--- config.mk ---
export PLATFORM = sky130hd
export DESIGN_NAME = vdic_arith_stack_core
export DESIGN_NICKNAME = d
export VERILOG_FILES = /design/src/rtl/vdic_arith_stack_core.sv
export SDC_FILE = /design/constraint.sdc
export NUM_CORES = 1
export LEC_CHECK = 0
export CAP_MARGIN = 20
export CORE_MARGIN = 3
export CORE_UTILIZATION = 50
export DETAILED_ROUTE_END_ITERATION = 10
export PLACE_DENSITY = 0.72
export SLEW_MARGIN = 0
export SYNTH_ARGS = -nofsm -noshare
export SYNTH_HDL_FRONTEND = slang
export SYNTH_SLANG_ARGS = --single-unit
export TNS_END_PERCENT = 20
--- constraint.sdc ---
create_clock -name clk -period 7 [get_ports clk]
set_input_delay 1.05 -clock clk [delete_from_list [all_inputs] [get_ports clk]]
set_output_delay 1.05 -clock clk [all_outputs]
set_load 0.01 [all_outputs]
--- src/rtl/vdic_arith_stack_core.sv ---
//------------------------------------------------------------------------------
// vdic_arith_stack_core
//
// Responder core for the VDIC argument/command word protocol. Parity-checked
// data words are stacked (up to MAX_ARGS). A command word folds the stacked
// arguments (AND/OR/XOR/ADD/SUB) one argument per cycle. Each command then
// emits one {result, status} record into a small first-word-fall-through
// output FIFO. NOP clears the stack and produces no record.
//
// Ports
//   clk, rst          : clock, synchronous active-high reset
//   din_valid/ready   : input word handshake (ready only while collecting)
//   din, din_cmd      : data word, or command code when din_cmd=1
//   din_parity        : even parity over {din_cmd, din, din_parity}
//   dout_valid/ready  : output record handshake (FWFT FIFO head)
//   dout, dout_status : result word and status byte of the head record
//------------------------------------------------------------------------------
`timescale 1ns/1ps
module vdic_arith_stack_core #(
   parameter int DATA_W     = 8,
   parameter int MAX_ARGS   = 9,
   parameter int FIFO_DEPTH = 4
) (
   input  logic              clk,
   input  logic              rst,
   input  logic              din_valid,
   output logic              din_ready,
   input  logic [DATA_W-1:0] din,
   input  logic              din_cmd,
   input  logic              din_parity,
   output logic              dout_valid,
   input  logic              dout_ready,
   output logic [DATA_W-1:0] dout,
   output logic [7:0]        dout_status
);

   localparam int CNT_W = $clog2(MAX_ARGS + 1);
   localparam int PTR_W = $clog2(FIFO_DEPTH);
   localparam int REC_W = DATA_W + 8;

   localparam logic [CNT_W-1:0] CNT_ONE = CNT_W'(1);
   localparam logic [CNT_W-1:0] CNT_TWO = CNT_W'(2);
   localparam logic [CNT_W-1:0] CNT_MAX = CNT_W'(MAX_ARGS);
   localparam logic [PTR_W:0]   PTR_ONE = (PTR_W + 1)'(1);

   localparam logic [7:0] ST_MISSING  = 8'h01;
   localparam logic [7:0] ST_STK_OVF  = 8'h02;
   localparam logic [7:0] ST_FIFO_OVF = 8'h04;
   localparam logic [7:0] ST_DPAR     = 8'h20;
   localparam logic [7:0] ST_CPAR     = 8'h40;
   localparam logic [7:0] ST_INVALID  = 8'h80;

   localparam logic [DATA_W-1:0] CMD_NOP = DATA_W'(8'h00);
   localparam logic [DATA_W-1:0] CMD_AND = DATA_W'(8'h01);
   localparam logic [DATA_W-1:0] CMD_OR  = DATA_W'(8'h02);
   localparam logic [DATA_W-1:0] CMD_XOR = DATA_W'(8'h03);
   localparam logic [DATA_W-1:0] CMD_ADD = DATA_W'(8'h10);
   localparam logic [DATA_W-1:0] CMD_SUB = DATA_W'(8'h20);

   typedef enum logic [1:0] {COLLECT, EXEC, EMIT} state_t;

   state_t              state_reg, state_next;
   logic [CNT_W-1:0]    count_reg, count_next;
   logic [CNT_W-1:0]    idx_reg, idx_next;
   logic [7:0]          sticky_reg, sticky_next;   // holds only 0x02 / 0x20
   logic [7:0]          status_reg, status_next;
   logic [DATA_W-1:0]   acc_reg, acc_next;
   logic [DATA_W-1:0]   op_reg, op_next;
   logic                pending_reg;               // dropped-record flag (0x04)

   logic [DATA_W-1:0]   arg_mem [MAX_ARGS];
   logic [REC_W-1:0]    fifo_mem [FIFO_DEPTH];
   logic [PTR_W:0]      wr_ptr_reg, rd_ptr_reg;

   logic parity_ok, valid_op, push, fifo_wr, fifo_push, fifo_pop, fifo_full;

   assign parity_ok = ~(^{din_cmd, din, din_parity});
   assign valid_op  = (din == CMD_AND) || (din == CMD_OR) || (din == CMD_XOR) ||
                      (din == CMD_ADD) || (din == CMD_SUB);

   // FIFO bookkeeping: pointers carry one extra wrap bit
   assign dout_valid = (wr_ptr_reg != rd_ptr_reg);
   assign fifo_full  = (wr_ptr_reg[PTR_W] != rd_ptr_reg[PTR_W]) &&
                       (wr_ptr_reg[PTR_W-1:0] == rd_ptr_reg[PTR_W-1:0]);
   assign fifo_pop   = dout_valid && dout_ready;
   // a same-cycle read frees a slot, so a write into a full FIFO still lands
   assign fifo_push  = fifo_wr && (!fifo_full || fifo_pop);
   assign {dout_status, dout} = dout_valid ? fifo_mem[rd_ptr_reg[PTR_W-1:0]] : '0;

   always_comb begin
      state_next  = state_reg;
      count_next  = count_reg;
      idx_next    = idx_reg;
      sticky_next = sticky_reg;
      status_next = status_reg;
      acc_next    = acc_reg;
      op_next     = op_reg;
      push        = 1'b0;
      fifo_wr     = 1'b0;
      din_ready   = 1'b0;
      case (state_reg)
         COLLECT: begin
            din_ready = 1'b1;
            if (din_valid) begin
               if (!din_cmd) begin
                  if (!parity_ok)
                     sticky_next = sticky_reg | ST_DPAR;
                  else if (count_reg == CNT_MAX)
                     sticky_next = sticky_reg | ST_STK_OVF;
                  else begin
                     push       = 1'b1;
                     count_next = count_reg + CNT_ONE;
                  end
               end else if (!parity_ok) begin
                  acc_next    = '0;
                  status_next = ST_CPAR | sticky_reg;
                  state_next  = EMIT;
               end else if (din == CMD_NOP) begin
                  count_next  = '0;
                  sticky_next = '0;
               end else if (!valid_op) begin
                  acc_next    = '0;
                  status_next = ST_INVALID | sticky_reg;
                  state_next  = EMIT;
               end else if (count_reg < CNT_TWO) begin
                  acc_next    = '0;
                  status_next = ST_MISSING | sticky_reg;
                  state_next  = EMIT;
               end else if (sticky_reg != 8'h00) begin
                  acc_next    = '0;
                  status_next = sticky_reg;
                  state_next  = EMIT;
               end else begin
                  acc_next    = arg_mem[0];
                  op_next     = din;
                  idx_next    = CNT_ONE;
                  status_next = 8'h00;
                  state_next  = EXEC;
               end
            end
         end
         EXEC: begin
            case (op_reg)
               CMD_AND: acc_next = acc_reg & arg_mem[idx_reg];
               CMD_OR:  acc_next = acc_reg | arg_mem[idx_reg];
               CMD_XOR: acc_next = acc_reg ^ arg_mem[idx_reg];
               CMD_SUB: acc_next = acc_reg - arg_mem[idx_reg];
               default: acc_next = acc_reg + arg_mem[idx_reg];
            endcase
            idx_next = idx_reg + CNT_ONE;
            if (idx_reg == count_reg - CNT_ONE)
               state_next = EMIT;
         end
         EMIT: begin
            fifo_wr     = 1'b1;
            count_next  = '0;
            sticky_next = '0;
            state_next  = COLLECT;
         end
         default: state_next = COLLECT;
      endcase
   end

   always_ff @(posedge clk) begin
      if (rst) begin
         state_reg   <= COLLECT;
         count_reg   <= '0;
         idx_reg     <= '0;
         sticky_reg  <= '0;
         status_reg  <= '0;
         acc_reg     <= '0;
         op_reg      <= '0;
         pending_reg <= 1'b0;
         wr_ptr_reg  <= '0;
         rd_ptr_reg  <= '0;
      end else begin
         state_reg  <= state_next;
         count_reg  <= count_next;
         idx_reg    <= idx_next;
         sticky_reg <= sticky_next;
         status_reg <= status_next;
         acc_reg    <= acc_next;
         op_reg     <= op_next;
         if (fifo_wr)
            pending_reg <= !fifo_push;
         if (fifo_push)
            wr_ptr_reg <= wr_ptr_reg + PTR_ONE;
         if (fifo_pop)
            rd_ptr_reg <= rd_ptr_reg + PTR_ONE;
      end
   end

   // storage arrays carry no reset; pointers/count gate visibility
   always_ff @(posedge clk) begin
      if (push)
         arg_mem[count_reg] <= din;
      if (fifo_push)
         fifo_mem[wr_ptr_reg[PTR_W-1:0]] <=
            {status_reg | (pending_reg ? ST_FIFO_OVF : 8'h00), acc_reg};
   end

endmodule

==> impl_summary.log, run 1 <==
INFO  metric drive_gt1_share = 14.2%
INFO  metric yosysWarningCount = 0
INFO  metric criticalPathCategory = register to register
INFO  metric htree_levels = 4
INFO  metric worst_slew_pin_slew = 0.977 ns
INFO  metric critical_path_fanouts_max = 12
INFO  metric static-leakage-power = 0.00326 µW
INFO  metric num_io_pins = 32
INFO  metric global_route_wire_length_before_repair = 26.6 mm
INFO  metric nets = 692
INFO  metric switchingPower = 654 µW
INFO  metric post-route-period-util = 65.2%
INFO  metric placementRows = 46
INFO  metric skew = 0.00791 ns
INFO  metric largest_register_ffs = 72
INFO  metric layout-area-overhead-vs-synth = 13.2%
INFO  metric finalWirelength = 16.2 mm
INFO  metric synthDistinctLibCells = 77
INFO  metric cellInternalPower = 1880 µW
INFO  metric ir_drop = 0.268 mV
INFO  metric numClockSinks = 179
INFO  metric clock.fmax = 219 MHz
INFO  metric sw_frac_of_total = 25.8%
INFO  metric synth_edf_count = 132
INFO  metric fillCellCount = 1238
INFO  metric postSynthNetCount = 664
INFO  metric synth.yosys.seq_area_share = 58.2%
INFO  metric routabilityCongestion = 0.831
INFO  metric layout_setup_ws = 2.44 ns
INFO  metric netlist.top_cell.by_area = sky130_fd_sc_hd__edfxtp_1
INFO  metric design.die.area = 18500 µm²
INFO  metric top_flip_flop_cell_by_instance_count_after_synthesis = sky130_fd_sc_hd__edfxtp_1
INFO  metric worst_slack_placed = 1.88 ns
INFO  metric sequential_share_of_power = 47.6%
INFO  metric synthesis.area = 8430 µm²
INFO  metric x_dimension_of_the_die = 136 µm
INFO  metric routedWlPerCell = 18.6 µm
INFO  metric clk_pin_slew_worst_paths = 0.07 ns
INFO  metric power.clock.fraction = 37.2%
INFO  metric status = finished, final reports clean
INFO  metric pwr-share-comb = 15.2%
INFO  metric via_per_inst = 5.69
INFO  metric synth_seq_cells = 179
INFO  metric rsz0062_at_grt = no
INFO  metric largest_register = arg_mem
INFO  metric detailedRoute.firstIterationViolations = 324
INFO  metric gr-usage-all-layers = 18.8%
INFO  metric antenna-diode-count = 0
INFO  metric cts_tree = yes
INFO  metric netlist_instances = 614
INFO  metric total_of_cells_resized_after_clock_tree_synthesis = 0
INFO  metric worst-endpoint-arrival = 4.86 ns
INFO  metric critical_path_required = 7.30 ns
INFO  metric ys_async_sr_fraction = 0%
INFO  metric first_pass_iters = 4
INFO  metric clockBufferDepth = 2
INFO  metric final_sum_of_negative_setup_slack = 0 ns
INFO  metric cts-root-buf = sky130_fd_sc_hd__clkbuf_16
INFO  metric ctsHoldBuffers = 0
INFO  metric start_util = 52.1%
INFO  metric max-cap-violations = 0
INFO  metric ant_nets = 0
INFO  metric timing.critical_path.to_type = register
INFO  metric hold_viol_final = 0
INFO  metric drcViolationCount = 0
INFO  metric final-setup-viol-count = 0
INFO  metric hold_path_class = register to register
INFO  metric core = 16200 µm²
INFO  metric synth_top_cells_by_area = sky130_fd_sc_hd__edfxtp_1 (47%), sky130_fd_sc_hd__dfxtp_1 (11%), sky130_fd_sc_hd__mux4_2 (6.4%), sky130_fd_sc_hd__ha_1 (5.2%), sky130_fd_sc_hd__mux2i_1 (3.3%)
INFO  metric detailed_place_hpwl = 11.2 mm
INFO  metric cts_buffers = 17
INFO  metric grt_start_max_net_pins = 40
INFO  metric initial_antenna_violation_count = 0
INFO  metric grt_pass1_vias = 5007
INFO  metric synth_top_cell_area_share = 47.0%
INFO  metric p_per_area = 266 nW/µm²
INFO  metric post_cts.repair.setup_buffers = 0
INFO  metric startpoint_type = register
INFO  metric fp.dieH = 136 µm
INFO  metric timing.final.max_slew_violations = 0
INFO  metric input_output_buffers = 31
INFO  metric globalRouteOverflowTotal = 0
INFO  metric worstSkewPairLatency = 0.43 ns
INFO  metric num_vias = 4952
INFO  metric postSynthAreaPerCell = 13.7 µm²
INFO  metric worst_slew_margin_rel = 34.5%
INFO  metric min_period = 4.56 ns
## stage by stage
| stage | std cells | area (µm²) | hold WS, ns | total power [µW] | util, % |
|---|---|---|---|---|---|
| 2_1_floorplan | 614 | 8430 | 0.420 | 1500 | - |
| 3_3_place_gp | 835 | 8880 | 0.436 | 1590 | 54.9 |
| 3_5_place_dp | 835 | 8880 | 0.444 | 1610 | 54.9 |
| 4_1_cts | 867 | 9480 | 0.463 | 2540 | 58.6 |
| 5_1_grt | 871 | 9540 | 0.492 | 2640 | 59.0 |
| 6_report | 871 | 9540 | 0.459 | 2540 | 59.0 |
## Yosys cell counts, types with 9 or more instances
library cell,n
sky130_fd_sc_hd__a21oi_1,26
sky130_fd_sc_hd__and2_1,10
sky130_fd_sc_hd__clkbuf_1,19
sky130_fd_sc_hd__dfxtp_1,47
sky130_fd_sc_hd__edfxtp_1,132
sky130_fd_sc_hd__ha_1,35
sky130_fd_sc_hd__inv_1,26
sky130_fd_sc_hd__mux2i_1,28
sky130_fd_sc_hd__mux4_2,24
sky130_fd_sc_hd__nand2_1,20
sky130_fd_sc_hd__nand3_1,11
sky130_fd_sc_hd__nor2_1,53
sky130_fd_sc_hd__nor2b_1,19
sky130_fd_sc_hd__nor3_1,14
sky130_fd_sc_hd__o21ai_0,9
sky130_fd_sc_hd__xnor2_1,21
## layer usage
layer / up-vias / global-route usage [%] / wire length, µm
met3: 25 / 4.11 / 713
met1: 2427 / 24.3 / 6920
met2: 136 / 31.8 / 8280
met4: 0 / 6.10 / 284
li1: 2364 / - / -
met5: - / 0 / 0
## worst max-delay path: stages (launching register included)
cell and delay (ns):
sky130_fd_sc_hd__dfxtp_1 0.76, sky130_fd_sc_hd__mux4_2 0.60, sky130_fd_sc_hd__mux2_2 0.30, sky130_fd_sc_hd__mux2i_1 0.39
sky130_fd_sc_hd__ha_1 0.32, sky130_fd_sc_hd__mux2i_1 0.24, sky130_fd_sc_hd__ha_1 0.28, sky130_fd_sc_hd__nor2b_1 0.12
sky130_fd_sc_hd__o21ai_0 0.20, sky130_fd_sc_hd__a21oi_1 0.12, sky130_fd_sc_hd__o41ai_1 0.31, sky130_fd_sc_hd__xnor3_1 0.47
sky130_fd_sc_hd__a221oi_2 0.24, sky130_fd_sc_hd__a2111oi_2 0.07
## cell families after synthesis
kind of cell | after synthesis | share of synthesized area (%)
flip-flops | 179 | 58.2
AND/OR/NAND/NOR | 167 | 10.5
AO/OA/AOI/OAI | 85 | 7.17
multiplexers | 62 | 11.9
buffers and inverters | 54 | 2.89
adder cells (fa/ha/maj) | 36 | 5.43
XOR/XNOR | 31 | 3.87
## path summary, 6_finish.rpt
kind	startpoint	endpoint	slack (ns)	cells past startpoint
max	register	acc_reg[7]$_SDFFE_PP0P_	2.44	13
min	op_reg[3]$_SDFFE_PP0P_	op_reg[3]$_SDFFE_PP0P_	0.46	1
max reg2reg	register	acc_reg[7]$_SDFFE_PP0P_	2.44	13
min reg2reg	op_reg[3]$_SDFFE_PP0P_	op_reg[3]$_SDFFE_PP0P_	0.46	1
## layout by cell type, fill, tap and decap left out, types with 3 or more instances in the layout
master / n
sky130_fd_sc_hd__mux2_2: 4
sky130_fd_sc_hd__or2_2: 3
sky130_fd_sc_hd__inv_1: 26
sky130_fd_sc_hd__mux4_1: 4
sky130_fd_sc_hd__a211oi_2: 3
sky130_fd_sc_hd__and2_1: 10
sky130_fd_sc_hd__nand3_1: 11
sky130_fd_sc_hd__nand2b_1: 5
sky130_fd_sc_hd__and3_1: 8
sky130_fd_sc_hd__o22ai_1: 4
sky130_fd_sc_hd__mux2i_1: 28
sky130_fd_sc_hd__a31oi_1: 5
sky130_fd_sc_hd__clkbuf_16: 17
sky130_fd_sc_hd__o21ai_0: 9
sky130_fd_sc_hd__ha_1: 35
sky130_fd_sc_hd__xnor2_1: 21
sky130_fd_sc_hd__a211oi_1: 7
sky130_fd_sc_hd__nor2b_1: 19
sky130_fd_sc_hd__dfxtp_1: 47
sky130_fd_sc_hd__nor2_1: 53
sky130_fd_sc_hd__xor2_1: 6
sky130_fd_sc_hd__a21oi_1: 26
sky130_fd_sc_hd__nand2_1: 20
sky130_fd_sc_hd__clkinv_4: 3
sky130_fd_sc_hd__inv_8: 4
sky130_fd_sc_hd__mux4_2: 24
sky130_fd_sc_hd__edfxtp_1: 132
sky130_fd_sc_hd__clkdlybuf4s50_1: 31
sky130_fd_sc_hd__inv_6: 4
sky130_fd_sc_hd__nor3_1: 14
sky130_fd_sc_hd__a221oi_1: 3
sky130_fd_sc_hd__o21a_1: 3
## power by group through the flow
stage                     Clock (µW)  Sequential [µW]  Combinational [µW]
after floorplan                    0             1210                 290
after global placement             0             1240                 357
after detailed placement           0             1240                 368
after CTS                        956             1220                 370
after global routing            1000             1210                 425
final                            944             1210                 386
## area by class of cell
type,instances,area [µm²],share of cell area (%)
flip-flops and latches,179,4900,51.4
multi-input cells,381,3280,34.4
clock inverters,14,158,1.65
inverters,26,97.6,1.02
clock buffers,18,439,4.60
repair buffers,37,393,4.12
well taps,216,270,2.83
Power figures use the tool's default switching activity.
==> run 2: changes to the inputs <==
Clock period 7 ns to 4.4 ns, I/O delays scaled along.
==> impl_summary.log, run 2 (synthesized netlist as in run 1, its figures left out) <==
INFO  metric globalRouteOverflowTotal = 0
INFO  metric final_sum_of_negative_setup_slack = 0 ns
INFO  metric placementRows = 46
INFO  metric cts-root-buf = sky130_fd_sc_hd__clkbuf_16
INFO  metric ctsHoldBuffers = 0
INFO  metric total_of_cells_resized_after_clock_tree_synthesis = 0
INFO  metric largest_register_ffs = 72
INFO  metric startpoint_type = register
INFO  metric ant_nets = 0
INFO  metric worstSkewPairLatency = 0.44 ns
INFO  metric worst_slack_placed = 0.236 ns
INFO  metric combined_flip_flop_and_latch_cell_area = 4900 µm²
INFO  metric crit_path_max_incr_delay = 0.56 ns
INFO  metric whs_path_depth = 1
INFO  metric x_dimension_of_the_die = 136 µm
INFO  metric status = finished, final reports clean
INFO  metric htree_levels = 4
INFO  metric hold_path.startpoint = op_reg[3]$_SDFFE_PP0P_
INFO  metric via_per_inst = 5.75
INFO  metric numClockSinks = 179
INFO  metric design.die.area = 18500 µm²
INFO  metric worst_path_dominant_cell_family = multiplexers
INFO  metric hold_viol_final = 0
INFO  metric numPlacedInstances = 856
INFO  metric layout_setup_ws = 0.369 ns
INFO  metric holdPathEnd = op_reg[3]$_SDFFE_PP0P_
INFO  metric critical_path_required = 4.72 ns
INFO  metric static-leakage-power = 0.00330 µW
INFO  metric pwr-share-comb = 15.6%
INFO  metric num_io_pins = 32
INFO  metric timing.critical_path.to_type = register
INFO  metric nets = 709
INFO  metric cts_tree = yes
INFO  metric ir_drop = 0.315 mV
INFO  metric max-cap-violations = 0
INFO  metric reg2reg_slack = 0.37 ns
INFO  metric post_cts.repair.setup_buffers = 0
INFO  metric routedWlPerCell = 19.6 µm
INFO  metric critical_path.n_buffers_inverters = 0
INFO  metric clk_pin_slew_worst_paths = 0.07 ns
INFO  metric largest_register = arg_mem
INFO  metric layout-area-overhead-vs-synth = 13.9%
INFO  metric core = 16200 µm²
INFO  metric worst_slew_margin_rel = 42.9%
INFO  metric finalWirelength = 17.4 mm
INFO  metric finalHoldWorstSlack = 0.455 ns
INFO  metric antenna-diode-count = 0
INFO  metric drive_gt1_share = 16.2%
INFO  metric sequential_share_of_power = 48.2%
INFO  metric global_route_wire_length_before_repair = 28.0 mm
INFO  metric p_per_area = 415 nW/µm²
INFO  metric grt_start_max_net_pins = 23
INFO  metric final_common_cell = sky130_fd_sc_hd__edfxtp_1
INFO  metric fillCellCount = 1234
INFO  metric detailed_place_hpwl = 12.4 mm
INFO  metric grt_pass1_vias = 4995
INFO  metric start_util = 52.1%
INFO  metric rsz0062_at_grt = no
INFO  metric critical_path_fanouts_max = 7
INFO  metric layout_common_cells = sky130_fd_sc_hd__edfxtp_1 (132), sky130_fd_sc_hd__nor2_1 (53), sky130_fd_sc_hd__dfxtp_1 (47)
INFO  metric criticalPathCategory = register to register
INFO  metric clock.fmax = 248 MHz
INFO  metric fp.dieH = 136 µm
INFO  metric crit_path_cell_trace = mux4_2 > mux2_2 > mux2i_1 > ha_1 > mux2i_1 > ha_1 > nor2b_1 > o21ai_0 > a21oi_1 > o41ai_1 > xnor3_1 > a221oi_2 > a2111oi_2
INFO  metric final-setup-viol-count = 0
INFO  metric final-instance-count-excl-fill = 888
INFO  metric cts_buffers = 17
INFO  metric worst-endpoint-arrival = 4.35 ns
INFO  metric slowest_stage = sky130_fd_sc_hd__mux4_2
INFO  metric finalPower = 3980 µW
INFO  metric drcViolationCount = 0
INFO  metric sw_frac_of_total = 26.6%
INFO  metric gr-usage-all-layers = 20.2%
INFO  metric routabilityCongestion = 0.874
INFO  metric combined_area_of_the_multi_input_logic_cells = 3280 µm²
INFO  metric hold_path_class = register to register
INFO  metric num_vias = 5105
INFO  metric power.clock.fraction = 36.2%
INFO  metric timing.final.max_slew_violations = 0
INFO  metric clockBufferDepth = 2
INFO  metric initial_antenna_violation_count = 0
INFO  metric cellInternalPower = 2920 µW
INFO  metric detailedRoute.firstIterationViolations = 321
INFO  metric worst_slew_pin_slew = 0.855 ns
INFO  metric worst-r2r-cell-count = 13
INFO  metric skew = 0.0102 ns
INFO  metric post-route-period-util = 91.6%
INFO  metric input_output_buffers = 31
INFO  metric first_pass_iters = 5
INFO  metric regToRegEndpoint = acc_reg[7]$_SDFFE_PP0P_
INFO  metric min_period = 4.03 ns
INFO  metric switchingPower = 1060 µW
==> run 2: worst max path at each step <==
stage	end	slack, ns	depth (start not counted)
3_3_place_gp	arg_mem[8][6]$_DFFE_PP_	0.30	10
4_1_cts	acc_reg[7]$_SDFFE_PP0P_	0.33	13
3_5_place_dp	arg_mem[7][6]$_DFFE_PP_	0.24	8
5_1_grt	acc_reg[7]$_SDFFE_PP0P_	0.11	13
2_1_floorplan	acc_reg[7]$_SDFFE_PP0P_	0.77	13
6_report	acc_reg[7]$_SDFFE_PP0P_	0.37	13
==> run 2: area by class of cell <==
type | instances | share of cell area (%)
clock buffers | 18 | 4.47
clock inverters | 14 | 1.38
inverters | 26 | 1.02
multi-input cells | 381 | 34.2
flip-flops and latches | 179 | 51.1
well taps | 216 | 2.82
repair buffers | 54 | 5.03
==> run 2: power by group through the flow <==
stage	clock (µW)	combinational, µW	sequential [µW]
after floorplan	0	461	1920
after global placement	0	608	1960
after detailed placement	0	624	1960
after CTS	1460	627	1920
after global routing	1540	686	1930
final	1440	623	1920
==> run 2: stage by stage <==
step                      utilization, %  area, µm²
final                               59.3       9600
after global routing                59.3       9600
after CTS                           59.3       9600
after detailed placement            55.9       9040
after global placement              55.9       9040
after floorplan                        -       8430
==> run 2: routing by layer <==
metal / up-vias / global-route usage, % / share of wire [%]
met5: - / 0 / 0
met4: 0 / 8.45 / 2.6
met3: 38 / 3.66 / 4.8
met2: 146 / 32.6 / 49
met1: 2529 / 27.2 / 43
li1: 2392 / - / -
